--- src/rtl/rsa_pkg.sv ---
// rsa_pkg: shared width default, FSM state type and requester indices for the FME arbiter.
package rsa_pkg;
  localparam int WIDTH_DEFAULT = 32;
  localparam int ENC = 0;
  localparam int DEC = 1;
  typedef enum logic [1:0] {IDLE, ISSUE, WAIT, DELIVER} state_t;
endpackage

--- src/rtl/fme_req_slot.sv ---
// fme_req_slot: per-requester operand latch, busy flag and result register.
module fme_req_slot
  import rsa_pkg::*;
#(
  parameter int WIDTH = WIDTH_DEFAULT
) (
  input  logic             clk,
  input  logic             rst_n,
  input  logic             i_start,
  input  logic [WIDTH-1:0] i_base,
  input  logic [WIDTH-1:0] i_exp,
  input  logic [WIDTH-1:0] i_mod,
  input  logic             i_res_we,
  input  logic [WIDTH-1:0] i_res,
  input  logic             i_clr,
  output logic             o_busy,
  output logic [WIDTH-1:0] o_base,
  output logic [WIDTH-1:0] o_exp,
  output logic [WIDTH-1:0] o_mod,
  output logic [WIDTH-1:0] o_result
);
  logic             r_busy;
  logic [WIDTH-1:0] r_base, r_exp, r_mod, r_result;

  // a start while busy (including the done cycle) never touches the operands
  always_ff @(posedge clk or negedge rst_n) begin
    if (!rst_n) begin
      r_busy   <= 1'b0;
      r_base   <= '0;
      r_exp    <= '0;
      r_mod    <= '0;
      r_result <= '0;
    end else begin
      if (i_start && !r_busy) begin
        r_busy <= 1'b1;
        r_base <= i_base;
        r_exp  <= i_exp;
        r_mod  <= i_mod;
      end else if (i_clr) begin
        r_busy <= 1'b0;
      end
      if (i_res_we) r_result <= i_res;
    end
  end

  assign o_busy   = r_busy;
  assign o_base   = r_base;
  assign o_exp    = r_exp;
  assign o_mod    = r_mod;
  assign o_result = r_result;
endmodule

--- src/rtl/fme_arbiter.sv ---
// fme_arbiter: round-robin arbiter sharing one FME unit between encrypter and decrypter.
module fme_arbiter
  import rsa_pkg::*;
#(
  parameter int WIDTH   = WIDTH_DEFAULT,
  parameter int TIMEOUT = 4096
) (
  input  logic             clk,
  input  logic             rst_n,
  input  logic             enc_start,
  input  logic [WIDTH-1:0] enc_base,
  input  logic [WIDTH-1:0] enc_exp,
  input  logic [WIDTH-1:0] enc_mod,
  input  logic             dec_start,
  input  logic [WIDTH-1:0] dec_base,
  input  logic [WIDTH-1:0] dec_exp,
  input  logic [WIDTH-1:0] dec_mod,
  output logic             enc_busy,
  output logic             dec_busy,
  output logic             enc_done,
  output logic             dec_done,
  output logic             enc_err,
  output logic             dec_err,
  output logic [WIDTH-1:0] enc_result,
  output logic [WIDTH-1:0] dec_result,
  output logic             fme_start,
  output logic [WIDTH-1:0] fme_base,
  output logic [WIDTH-1:0] fme_exp,
  output logic [WIDTH-1:0] fme_mod,
  input  logic             fme_done,
  input  logic [WIDTH-1:0] fme_result
);
  localparam int CW = TIMEOUT > 1 ? $clog2(TIMEOUT) : 1;

  state_t           r_state;
  logic             r_gnt, r_last, r_fme_start;
  logic [CW-1:0]    r_cnt;
  logic [1:0]       r_done, r_err;
  logic [1:0]       w_busy, w_res_we, w_clr;
  logic [WIDTH-1:0] w_base [2];
  logic [WIDTH-1:0] w_exp [2];
  logic [WIDTH-1:0] w_mod [2];
  logic [WIDTH-1:0] w_result [2];
  logic [WIDTH-1:0] w_res;
  logic             w_gnt, w_hit, w_to, w_act;

  assign w_gnt    = &w_busy ? ~r_last : w_busy[DEC];
  assign w_hit    = (r_state == WAIT) && fme_done;
  assign w_to     = (r_state == WAIT) && !fme_done && (r_cnt == CW'(TIMEOUT - 1));
  assign w_res    = w_hit ? fme_result : '0;
  assign w_res_we = (w_hit || w_to) ? (r_gnt ? 2'b10 : 2'b01) : 2'b00;
  assign w_clr    = (r_state == DELIVER) ? (r_gnt ? 2'b10 : 2'b01) : 2'b00;
  assign w_act    = r_state != IDLE;

  fme_req_slot #(.WIDTH(WIDTH)) u_enc (
    .clk(clk), .rst_n(rst_n), .i_start(enc_start),
    .i_base(enc_base), .i_exp(enc_exp), .i_mod(enc_mod),
    .i_res_we(w_res_we[ENC]), .i_res(w_res), .i_clr(w_clr[ENC]),
    .o_busy(w_busy[ENC]), .o_base(w_base[ENC]), .o_exp(w_exp[ENC]),
    .o_mod(w_mod[ENC]), .o_result(w_result[ENC])
  );

  fme_req_slot #(.WIDTH(WIDTH)) u_dec (
    .clk(clk), .rst_n(rst_n), .i_start(dec_start),
    .i_base(dec_base), .i_exp(dec_exp), .i_mod(dec_mod),
    .i_res_we(w_res_we[DEC]), .i_res(w_res), .i_clr(w_clr[DEC]),
    .o_busy(w_busy[DEC]), .o_base(w_base[DEC]), .o_exp(w_exp[DEC]),
    .o_mod(w_mod[DEC]), .o_result(w_result[DEC])
  );

  always_ff @(posedge clk or negedge rst_n) begin
    if (!rst_n) begin
      r_state     <= IDLE;
      r_gnt       <= 1'b0;
      r_last      <= 1'(DEC);
      r_cnt       <= '0;
      r_fme_start <= 1'b0;
      r_done      <= '0;
      r_err       <= '0;
    end else begin
      r_fme_start <= 1'b0;
      r_done      <= '0;
      r_err       <= '0;
      case (r_state)
        IDLE: if (|w_busy) begin
          r_gnt       <= w_gnt;
          r_fme_start <= 1'b1;
          r_state     <= ISSUE;
        end
        ISSUE: begin
          r_cnt   <= '0;
          r_state <= WAIT;
        end
        WAIT: if (w_hit || w_to) begin
          r_done[r_gnt] <= 1'b1;
          r_err[r_gnt]  <= w_to;
          r_state       <= DELIVER;
        end else begin
          r_cnt <= r_cnt + CW'(1);
        end
        DELIVER: begin
          r_last  <= r_gnt;
          r_state <= IDLE;
        end
        default: r_state <= IDLE;
      endcase
    end
  end

  // operands come straight from the granted slot, so they stay stable until IDLE
  assign fme_start  = r_fme_start;
  assign fme_base   = w_act ? w_base[r_gnt] : '0;
  assign fme_exp    = w_act ? w_exp[r_gnt] : '0;
  assign fme_mod    = w_act ? w_mod[r_gnt] : '0;
  assign enc_busy   = w_busy[ENC];
  assign dec_busy   = w_busy[DEC];
  assign enc_done   = r_done[ENC];
  assign dec_done   = r_done[DEC];
  assign enc_err    = r_err[ENC];
  assign dec_err    = r_err[DEC];
  assign enc_result = w_result[ENC];
  assign dec_result = w_result[DEC];
endmodule

--- config.mk ---
export PLATFORM = sky130hd
export DESIGN_NAME = fme_arbiter
export DESIGN_NICKNAME = d
export VERILOG_FILES = /design/src/rtl/rsa_pkg.sv /design/src/rtl/fme_req_slot.sv /design/src/rtl/fme_arbiter.sv
export SDC_FILE = /design/constraint.sdc
export NUM_CORES = 1
export LEC_CHECK = 0
export CAP_MARGIN = 25
export CORE_UTILIZATION = 50
export CTS_CLUSTER_DIAMETER = 30
export DETAILED_ROUTE_END_ITERATION = 7
export DONT_BUFFER_PORTS = 1
export PLACE_DENSITY = 0.77
export SYNTH_ARGS = -nofsm -noshare
export SYNTH_HDL_FRONTEND = slang
export SYNTH_SLANG_ARGS = --single-unit
--- constraint.sdc ---
create_clock -name clk -period 2.2 [get_ports clk]
set_input_delay 0.44 -clock clk [delete_from_list [all_inputs] [get_ports clk]]
set_output_delay 0.44 -clock clk [all_outputs]
set_load 0.01 [all_outputs]
Word level (Yosys, flattened, before mapping)
Cells that the tools add are included.
Storage, ports and cells
  register bits: 279
  input bits: 229
  word-level logic and storage cells: 85
Cells by class
  add/sub/neg operators: 1
  order comparisons: 3
  equal/unequal tests: 7
  mux-type cells: 34
  bitwise logic cells: 3
  reductions and logical operators: 20
Operators by type and width (count)
  32-bit 2-to-1 mux: 13
  12-bit one-hot mux with 2 select lines: 1
  2-bit 2-to-1 mux: 9
  12-bit by 1-bit adder with 12-bit output, second input constant: 1
  12-bit == test, second input constant: 1
  12-bit 2-to-1 mux: 1
  1-bit 2-to-1 mux: 8
  2-bit one-hot mux with 4 select lines: 1
  2-bit AND reduction: 4
  2-bit nonzero test: 4
  1-bit logical AND: 6
  2-bit == test, second input constant: 2
  2-bit inequality test, second input constant: 2
  1-bit logical NOT: 3
  2-bit AND: 1
  2-bit by 1-bit == test with 1-bit output, second input constant: 1
  2-bit >= comparator, second input constant: 1
  2-bit logical NOT: 1
  1-bit by 2-bit less-than comparator with 1-bit output, second input constant: 1
  2-bit by 1-bit inequality test with 1-bit output, second input constant: 1
  1-bit inverter with 2-bit output: 1
  2-bit OR reduction: 1
  1-bit demux with 1-bit select: 1
  1-bit >= comparator, second input constant: 1
  other kinds (2): 2

Logic depth before layout (Yosys ltp)
Gate-level depths: netlist of the first run.
  depth after elaboration: 7
  depth in mapped cells: 7
  depth with buffers taken out: 6

Hierarchy
From an unflattened synthesis of the first run, not the netlist that was laid out.
Unflattened totals
  cells, all modules: 911
  area total of the unflattened synthesis: 12732.2 µm²
By module, submodules not included
  fme_req_slot: times used 2, cells an instance 275, area each 4961.0 µm², seq. area each 3228.1 µm²
  fme_arbiter: times used 1, cells an instance 361, area each 2810.2 µm², seq. area each 526.8 µm²

Worst setup path after synthesis of the first run
Ideal clock, no wire load.
  path kind: reg2out
  start: register r_state[0]
  end: output fme_mod[21]
  arrival: 1591 ps
  required time: 1760 ps
  slack: 169 ps
  stages on the path, launching flop included: 7
  path buffers: 3
  cell sequence: dfrtp_1 > inv_1 > ha_1 > clkbuf_1 > clkbuf_1 > clkbuf_1 > nor2_1
On the way
  longest elaborated chain between the ends: 2
Ends and longest elaborated chain
  start: declaration: line fme_arbiter.sv:35  | state_t r_state;
  start signal: assignment: line fme_arbiter.sv:73  | r_state <= IDLE;
  start signal: assignment: line fme_arbiter.sv:88  | r_state <= ISSUE;
  start signal: assignment: line fme_arbiter.sv:92  | r_state <= WAIT;
  2-bit nonzero test: line fme_arbiter.sv:53  | assign w_act = r_state != IDLE;
  32-bit 2-to-1 mux: line fme_arbiter.sv:114  | assign fme_mod = w_act ? w_mod[r_gnt] : '0;
  end: declaration: line fme_arbiter.sv:29  | output logic [WIDTH-1:0] fme_mod,
Every way passes these cells.

Worst setup path after layout of the first run
  start: register r_gnt
  end: output fme_exp[13]
On the way
  longest elaborated chain between the ends: 5
Ends and longest elaborated chain
  start: declaration: line fme_arbiter.sv:36  | logic r_gnt, r_last, r_fme_start;
  start signal: assignment: line fme_arbiter.sv:86  | r_gnt <= w_gnt;
  1-bit inverter with 2-bit output (not written as such): line fme_arbiter.sv:113  | assign fme_exp = w_act ? w_exp[r_gnt] : '0;
  32-bit 2-to-1 mux (not written as such) (3 in a row): line fme_arbiter.sv:113
  32-bit 2-to-1 mux: line fme_arbiter.sv:113
  end: declaration: line fme_arbiter.sv:28  | output logic [WIDTH-1:0] fme_exp,
Every way passes these cells. The select of a mux whose other input is x is not followed.

==> flow_metrics.env, run 1 <==
export IMPL_finClkSkew_ns=0.0208
export IMPL_drive_above_1_share_pct=52.2
export IMPL_final_nets=1206
export IMPL_synth_seq_cells=279
export IMPL_setup_slack_ns=-0.0549
export IMPL_clockBufferDepth=3
export IMPL_timing_fmax_ghz=0.443
export IMPL_slew_viol_final=0
export IMPL_synth_largest_area_cell="dfrtp_1"
export IMPL_violations="hold timing, setup timing"
export IMPL_rows=56
export IMPL_maxSlewHeadroom_pct=66.8
export IMPL_post_route_period_util_pct=102
export IMPL_cts_sinks=279
export IMPL_cp_required_ns=1.76
export IMPL_fin_cells=1342
export IMPL_cp_cell_sequence="buf_12 -> clkbuf_16 -> mux2i_1 -> nor2_4"
export IMPL_synthTopCellsByCount="dfrtp_1 (278), mux2_2 (193), nor2_1 (100)"
export IMPL_grt_pass1_wl_um=46500
export IMPL_drv_cap=0
export IMPL_crit_family="flip-flops"
export IMPL_synth_async_sr_flop_share_pct=100
export IMPL_clk_pin_slew_ns=0.05
export IMPL_power_uw=32000
export IMPL_drt_vias_per_instance=5.94
export IMPL_clk_latency_ns=0.56
export IMPL_grt_max_degree=280
export IMPL_path_class="reg -> out"
export IMPL_first_pass_iters=4
export IMPL_placedCellCount=1194
export IMPL_hold_viol_final=278
export IMPL_whs_ns=-0.416
export IMPL_p_leak_uw=0.00690
export IMPL_yosysMostFrequentCell="dfrtp_1"
export IMPL_max_stage_delay_ns=0.52
export IMPL_port_buffers=0
export IMPL_totalWireLength_um=34100
export IMPL_hold_path_class="in -> async"
export IMPL_syn_to_final_growth_pct=37.2
export IMPL_synth_nets=1146
export IMPL_worstPathMaxFanout=11
export IMPL_rsz0062_at_grt="yes"
export IMPL_synth_flop_cell="dfrtp_1"
export IMPL_cp_slowest_cell="dfrtp_4"
export IMPL_cts_tree="done"
export IMPL_drt_iter0_drc=493
export IMPL_grt_overflow=0
export IMPL_dieArea_um2=24700
export IMPL_ir_drop_mv=1.17
export IMPL_finalSetupViolCount=52
export IMPL_gp_congestion=0.842
export IMPL_netlist_area_um2=12000
export IMPL_design_core_area_um2=23500
export IMPL_cts_made_buffers=59
export IMPL_cp_start_kind="flop"
export IMPL_vias=7968
export IMPL_grt_usage_pct=24.6
export IMPL_period_needed_ns=2.25
export IMPL_power_density_nw_per_um2=1940
export IMPL_htreeDepth=2
export IMPL_drc=0
export IMPL_dpl_hpwl_um=18600
export IMPL_synthCells=911
export IMPL_crit_buf_inv=2
export IMPL_run_status="finished with violations"
export IMPL_die_y_um=157
export IMPL_fillers=1469
export IMPL_tightest_slew_ns=0.499
export IMPL_antenna_found_initial=6
export IMPL_die_x_um=157
export IMPL_ys_seq_area_share_pct=58.1
export IMPL_grt_pass1_vias=8187
export IMPL_drt_antenna_violating_nets=0
export IMPL_root_buffer="clkbuf_16"
export IMPL_endpoint_kind="output pin"
export IMPL_avgSynthCellArea_um2=13.2
export IMPL_yosysWarnings=0
export IMPL_top_level_ports=396
export IMPL_synth_edf_count=0
export IMPL_synth_distinct_cells=46
export IMPL_ys_top_cells_by_area="dfrtp_1 (58%), mux2_2 (18%), mux2i_1 (8.2%)"
export IMPL_wl_per_cell_um=25.4
export IMPL_start_util_pct=51.1
export IMPL_fin_setup_tns_ns=-1.04
export IMPL_fin_util_pct=70.1
export IMPL_arrival_ns=1.81
export IMPL_synth_top_cell_area_share_pct=57.9
## worst paths after layout
check,from,end,slack [ns],depth (start not counted)
setup / recovery,r_gnt$_DFFE_PN0P_,fme_exp[13],-0.05,4
max in group asynchronous,rst_n,r_gnt$_DFFE_PN0P_,2.13,0
min in group clk,dec_base[8],u_dec.o_base[8]$_DFFE_PN0P_,0.03,1
hold reg to reg,r_last$_DFFE_PN1N_,r_last$_DFFE_PN1N_,0.50,2
setup reg to reg,r_state[0]$_DFFE_PN0P_,r_state[1]$_DFFE_PN0P_,0.10,7
hold / removal,rst_n,u_dec.o_exp[29]$_DFFE_PN0P_,-0.42,0
## logic make-up after synthesis
family | Yosys count | share of synthesized area, %
compound gates | 89 | 6.18
xor+xnor | 1 | 0.0729
fa+ha+maj | 6 | 0.624
buf+inv | 71 | 2.41
flops | 279 | 58.1
mux | 293 | 26.4
simple gates | 172 | 6.19
## sequential cells by signal (all words and copies together) (netlist names)
register and flops:
u_enc.o_exp 32, u_dec.o_exp 32, u_enc.o_result 32, r_err 2
u_enc.o_mod 32, u_enc.o_base 32, r_gnt 1, u_dec.o_busy 1
u_enc.o_busy 1, r_state 2, r_done 2, fme_start 1
r_cnt 12, r_last 1, u_dec.o_base 32, u_dec.o_result 32
u_dec.o_mod 32
## layout by cell type, fill, tap and decap left out, types with 3 or more instances in the layout
cell type,synthesis,final
nand2_1,43,43
a21o_1,4,4
clkbuf_8,0,5
nand3_1,3,3
clkinv_2,0,11
buf_12,0,17
clkinvlp_4,0,7
clkbuf_16,0,67
mux2i_2,0,27
nor2_4,0,96
mux2i_4,0,31
buf_4,0,28
ha_1,6,4
buf_6,1,3
mux2i_1,99,41
o21ai_0,4,4
nor2_1,100,4
buf_16,0,7
and2_1,4,3
mux2_2,193,193
bufinv_16,0,9
nor3_1,3,3
dfrtp_1,278,277
o2bb2ai_1,64,64
diode_2,0,4
clkbuf_1,44,5
a21oi_1,4,4
inv_6,0,9
inv_1,6,5
## stage by stage
stage / setup slack, ns / instance area [um2] / hold WS [ns]
global placement: 0.214 / 12500 / 0.149
floorplan: 0.169 / 12000 / 0.144
CTS: -0.0830 / 15400 / -0.435
finish: -0.0549 / 16500 / -0.416
global route: -0.109 / 16500 / -0.437
detailed placement: 0.161 / 12500 / 0.148
## layer usage
metal  GRT usage, %  share of wire [%]
met1           29.7                 38
met4           10.5                3.3
met5              0              0.023
met3           8.26                8.3
met2           40.1                 51
## area by class of cell
cell class	instances	area, um2	area share (%)
Sequential cell	279	6990	42.3
Timing Repair Buffer	63	957	5.80
Inverter	7	26.3	0.159
Tap cell	319	399	2.42
Clock buffer	71	1610	9.78
Antenna cell	4	10.0	0.0607
Clock inverter	38	485	2.94
Multi-Input combinational cell	561	6020	36.5
## worst register-to-register path: stages, from the launching register on
cell and delay [ns]:
dfrtp_1 0.39, inv_2 0.07, buf_4 0.10, ha_2 0.20, nand4b_1 0.12, o41a_1 0.56
a21oi_2 0.19, mux2_2 0.35
## power breakdown
group | leakage [uW] | internal, uW | total, uW | switching, uW
clock | 0.00102 | 6290 | 9250 | 2950
sequential | 0.00338 | 7620 | 9950 | 2330
combinational | 0.00250 | 6380 | 12800 | 6430
## repair_timing
| action | in CTS | in global routing |
|---|---|---|
| setup buffers | 15 | 9 |
| setup endpoints to repair | 95 | 151 |
| pin swaps | 2 | 43 |
| cloned | 3 | 9 |
| hold endpoints to repair | 279 | 279 |
| gates resized for setup | 165 | 153 |
Power figures use the tool's default switching activity.
==> run 2, diff against run 1 <==
--- a/config.mk
+++ b/config.mk
@@ -11,6 +11,7 @@
 export DETAILED_ROUTE_END_ITERATION = 7
 export DONT_BUFFER_PORTS = 1
 export PLACE_DENSITY = 0.77
+export SKIP_LAST_GASP = 1
 export SYNTH_ARGS = -nofsm -noshare
 export SYNTH_HDL_FRONTEND = slang
 export SYNTH_SLANG_ARGS = --single-unit
==> run 2 against run 1 <==
The flow still finishes with violations (hold timing, setup timing). Global-route usage down 0.097 points. Highest routed layer unchanged. Sequential power about the same. Critical path type unchanged. Clock power is essentially flat. Non-clock buffer count is the same. Die area stayed put. Count of clock-buffer cells in the layout stayed put. Sequential share of layout area is 0.32 points higher. Clock skew increased by 0.0049 ns. Flip-flop and latch count is the same. Worst setup slack worse by 0.013 ns.
==> flow_metrics.env, run 2 (same netlist as run 1, synthesis figures left out) <==
export IMPL_run_status="finished with violations"
export IMPL_violations="hold timing, setup timing"
export IMPL_cp_required_ns=1.76
export IMPL_grt_max_degree=280
export IMPL_crit_family="buffers and inverters"
export IMPL_cp_start_kind="flop"
export IMPL_period_needed_ns=2.27
export IMPL_max_stage_delay_ns=0.36
export IMPL_busiest_layer="met2"
export IMPL_clockBufferDepth=3
export IMPL_wl_per_cell_um=25.4
export IMPL_fin_setup_tns_ns=-1.22
export IMPL_rsz0062_at_grt="yes"
export IMPL_cp_cell_sequence="inv_2 -> buf_6 -> ha_4 -> buf_12 -> buf_16 -> nor2_2"
export IMPL_drt_antenna_violating_nets=0
export IMPL_switching_share_pct=36.5
export IMPL_hold_path_class="in -> async"
export IMPL_die_x_um=157
export IMPL_endpoint_kind="output pin"
export IMPL_finClkSkew_ns=0.0257
export IMPL_dpl_hpwl_um=18600
export IMPL_antenna_found_initial=7
export IMPL_totalWireLength_um=34100
export IMPL_tightest_slew_ns=0.850
export IMPL_post_route_period_util_pct=103
export IMPL_grt_pass1_wl_um=46300
export IMPL_p_leak_uw=0.00687
export IMPL_design_core_area_um2=23500
export IMPL_grt_pass1_vias=8204
export IMPL_die_y_um=157
export IMPL_vias=8005
export IMPL_cts_made_buffers=59
export IMPL_timing_fmax_ghz=0.441
export IMPL_drive_above_1_share_pct=51.5
export IMPL_cts_tree="done"
export IMPL_arrival_ns=1.83
export IMPL_grt_overflow=0
export IMPL_final_nets=1206
export IMPL_drt_vias_per_instance=5.97
export IMPL_hold_viol_final=278
export IMPL_maxSlewHeadroom_pct=43.4
export IMPL_path_class="reg -> out"
export IMPL_port_buffers=0
export IMPL_worstPathMaxFanout=26
export IMPL_clk_pin_slew_ns=0.05
export IMPL_power_density_nw_per_um2=1940
export IMPL_cts_sinks=279
export IMPL_start_util_pct=51.1
export IMPL_cellInternalPower_uw=20100
export IMPL_cp_slowest_cell="dfrtp_1"
export IMPL_mostFrequentLayoutCells="dfrtp_1 (277), mux2_2 (193), nor2_4 (82)"
export IMPL_ir_drop_mv=1.12
export IMPL_finalSetupViolCount=51
export IMPL_grt_usage_pct=24.5
export IMPL_power_switching_uw=11600
export IMPL_setup_slack_ns=-0.0676
export IMPL_crit_buf_inv=4
export IMPL_gp_congestion=0.842
export IMPL_dieArea_um2=24700
export IMPL_rows=56
export IMPL_pwr_share_clk_pct=29.1
export IMPL_first_pass_iters=6
export IMPL_slew_viol_final=0
export IMPL_top_level_ports=396
export IMPL_drt_iter0_drc=473
export IMPL_grt_met3_usage_pct=8.15
export IMPL_clk_latency_ns=0.56
export IMPL_drv_cap=0
export IMPL_drc=0
export IMPL_htreeDepth=2
export IMPL_pwr_share_seq_pct=31.4
export IMPL_whs_ns=-0.412
export IMPL_root_buffer="clkbuf_16"
export IMPL_syn_to_final_growth_pct=36.2
export IMPL_final_common_cell="dfrtp_1"
export IMPL_combPwrFrac_pct=39.6
export IMPL_grt_util_met2_pct=39.4
export IMPL_use_met1_pct=29.9
run 2: power by group through the flow:
| stage | combinational (uW) | sequential [uW] | clock, uW |
|---|---|---|---|
| global route | 13200 | 10200 | 9600 |
| detailed placement | 8010 | 9460 | 0 |
| floorplan | 6440 | 8870 | 0 |
| finish | 12500 | 9940 | 9220 |
| CTS | 9930 | 9530 | 9320 |
| global placement | 7770 | 9370 | 0 |
run 2: final cells by class:
| cell class | instances | area [um2] |
|---|---|---|
| clock inverter | 38 | 485 |
| antenna | 3 | 7.51 |
| tap | 319 | 399 |
| clock buffer | 71 | 1610 |
| inverter | 7 | 26.3 |
| sequential | 279 | 6990 |
| timing repair buffer | 63 | 916 |
| fill | 1491 | 7160 |
| multi-input combinational | 561 | 5940 |
run 2: worst reg2reg max path: cells and delay by family, from the launching register on:
kind,cells,cell delay [ns]
compound gates,2,0.75
flops,1,0.39
mux,1,0.35
fa+ha+maj,1,0.20
buf+inv,2,0.17
simple gates,1,0.13
run 2: per-stage QoR:
step	utilization [%]	power, uW	instances	area (um2)	worst slack (ns)
finish	69.6	31700	1341	16400	-0.0676
global route	69.6	32900	1341	16400	-0.137
global placement	53.2	17100	1194	12500	0.214
detailed placement	53.2	17500	1194	12500	0.161
CTS	65.3	28800	1320	15400	-0.0844
floorplan	-	15300	911	12000	0.169
run 2: worst paths after layout:
check | slack [ns] | cells past startpoint | to | startpoint
setup / recovery | -0.07 | 6 | fme_exp[14] | r_state[0]$_DFFE_PN0P_
hold / removal | -0.41 | 0 | u_enc.o_exp[29]$_DFFE_PN0P_ | rst_n
setup reg to reg | 0.11 | 7 | r_state[1]$_DFFE_PN0P_ | r_state[0]$_DFFE_PN0P_
hold reg to reg | 0.49 | 2 | r_last$_DFFE_PN1N_ | r_last$_DFFE_PN1N_
max in group asynchronous | 1.90 | 0 | u_dec.o_mod[19]$_DFFE_PN0P_ | rst_n
min in group clk | 0.03 | 1 | u_dec.o_base[8]$_DFFE_PN0P_ | dec_base[8]
run 2: timing repair:
action,CTS,global route
endpoints found under the hold margin,279,279
endpoints found under the setup margin,95,151
gates cloned,3,9
pin swaps,2,46
resized for setup,148,145
buffers inserted,15,9
run 2: per-layer routing:
layer / share of wire, % / vias to the layer above
met1: 38 / 4079
met4: 4.1 / 4
met5: 0.067 / -
met3: 8.3 / 105
li1: - / 3407
met2: 50 / 410
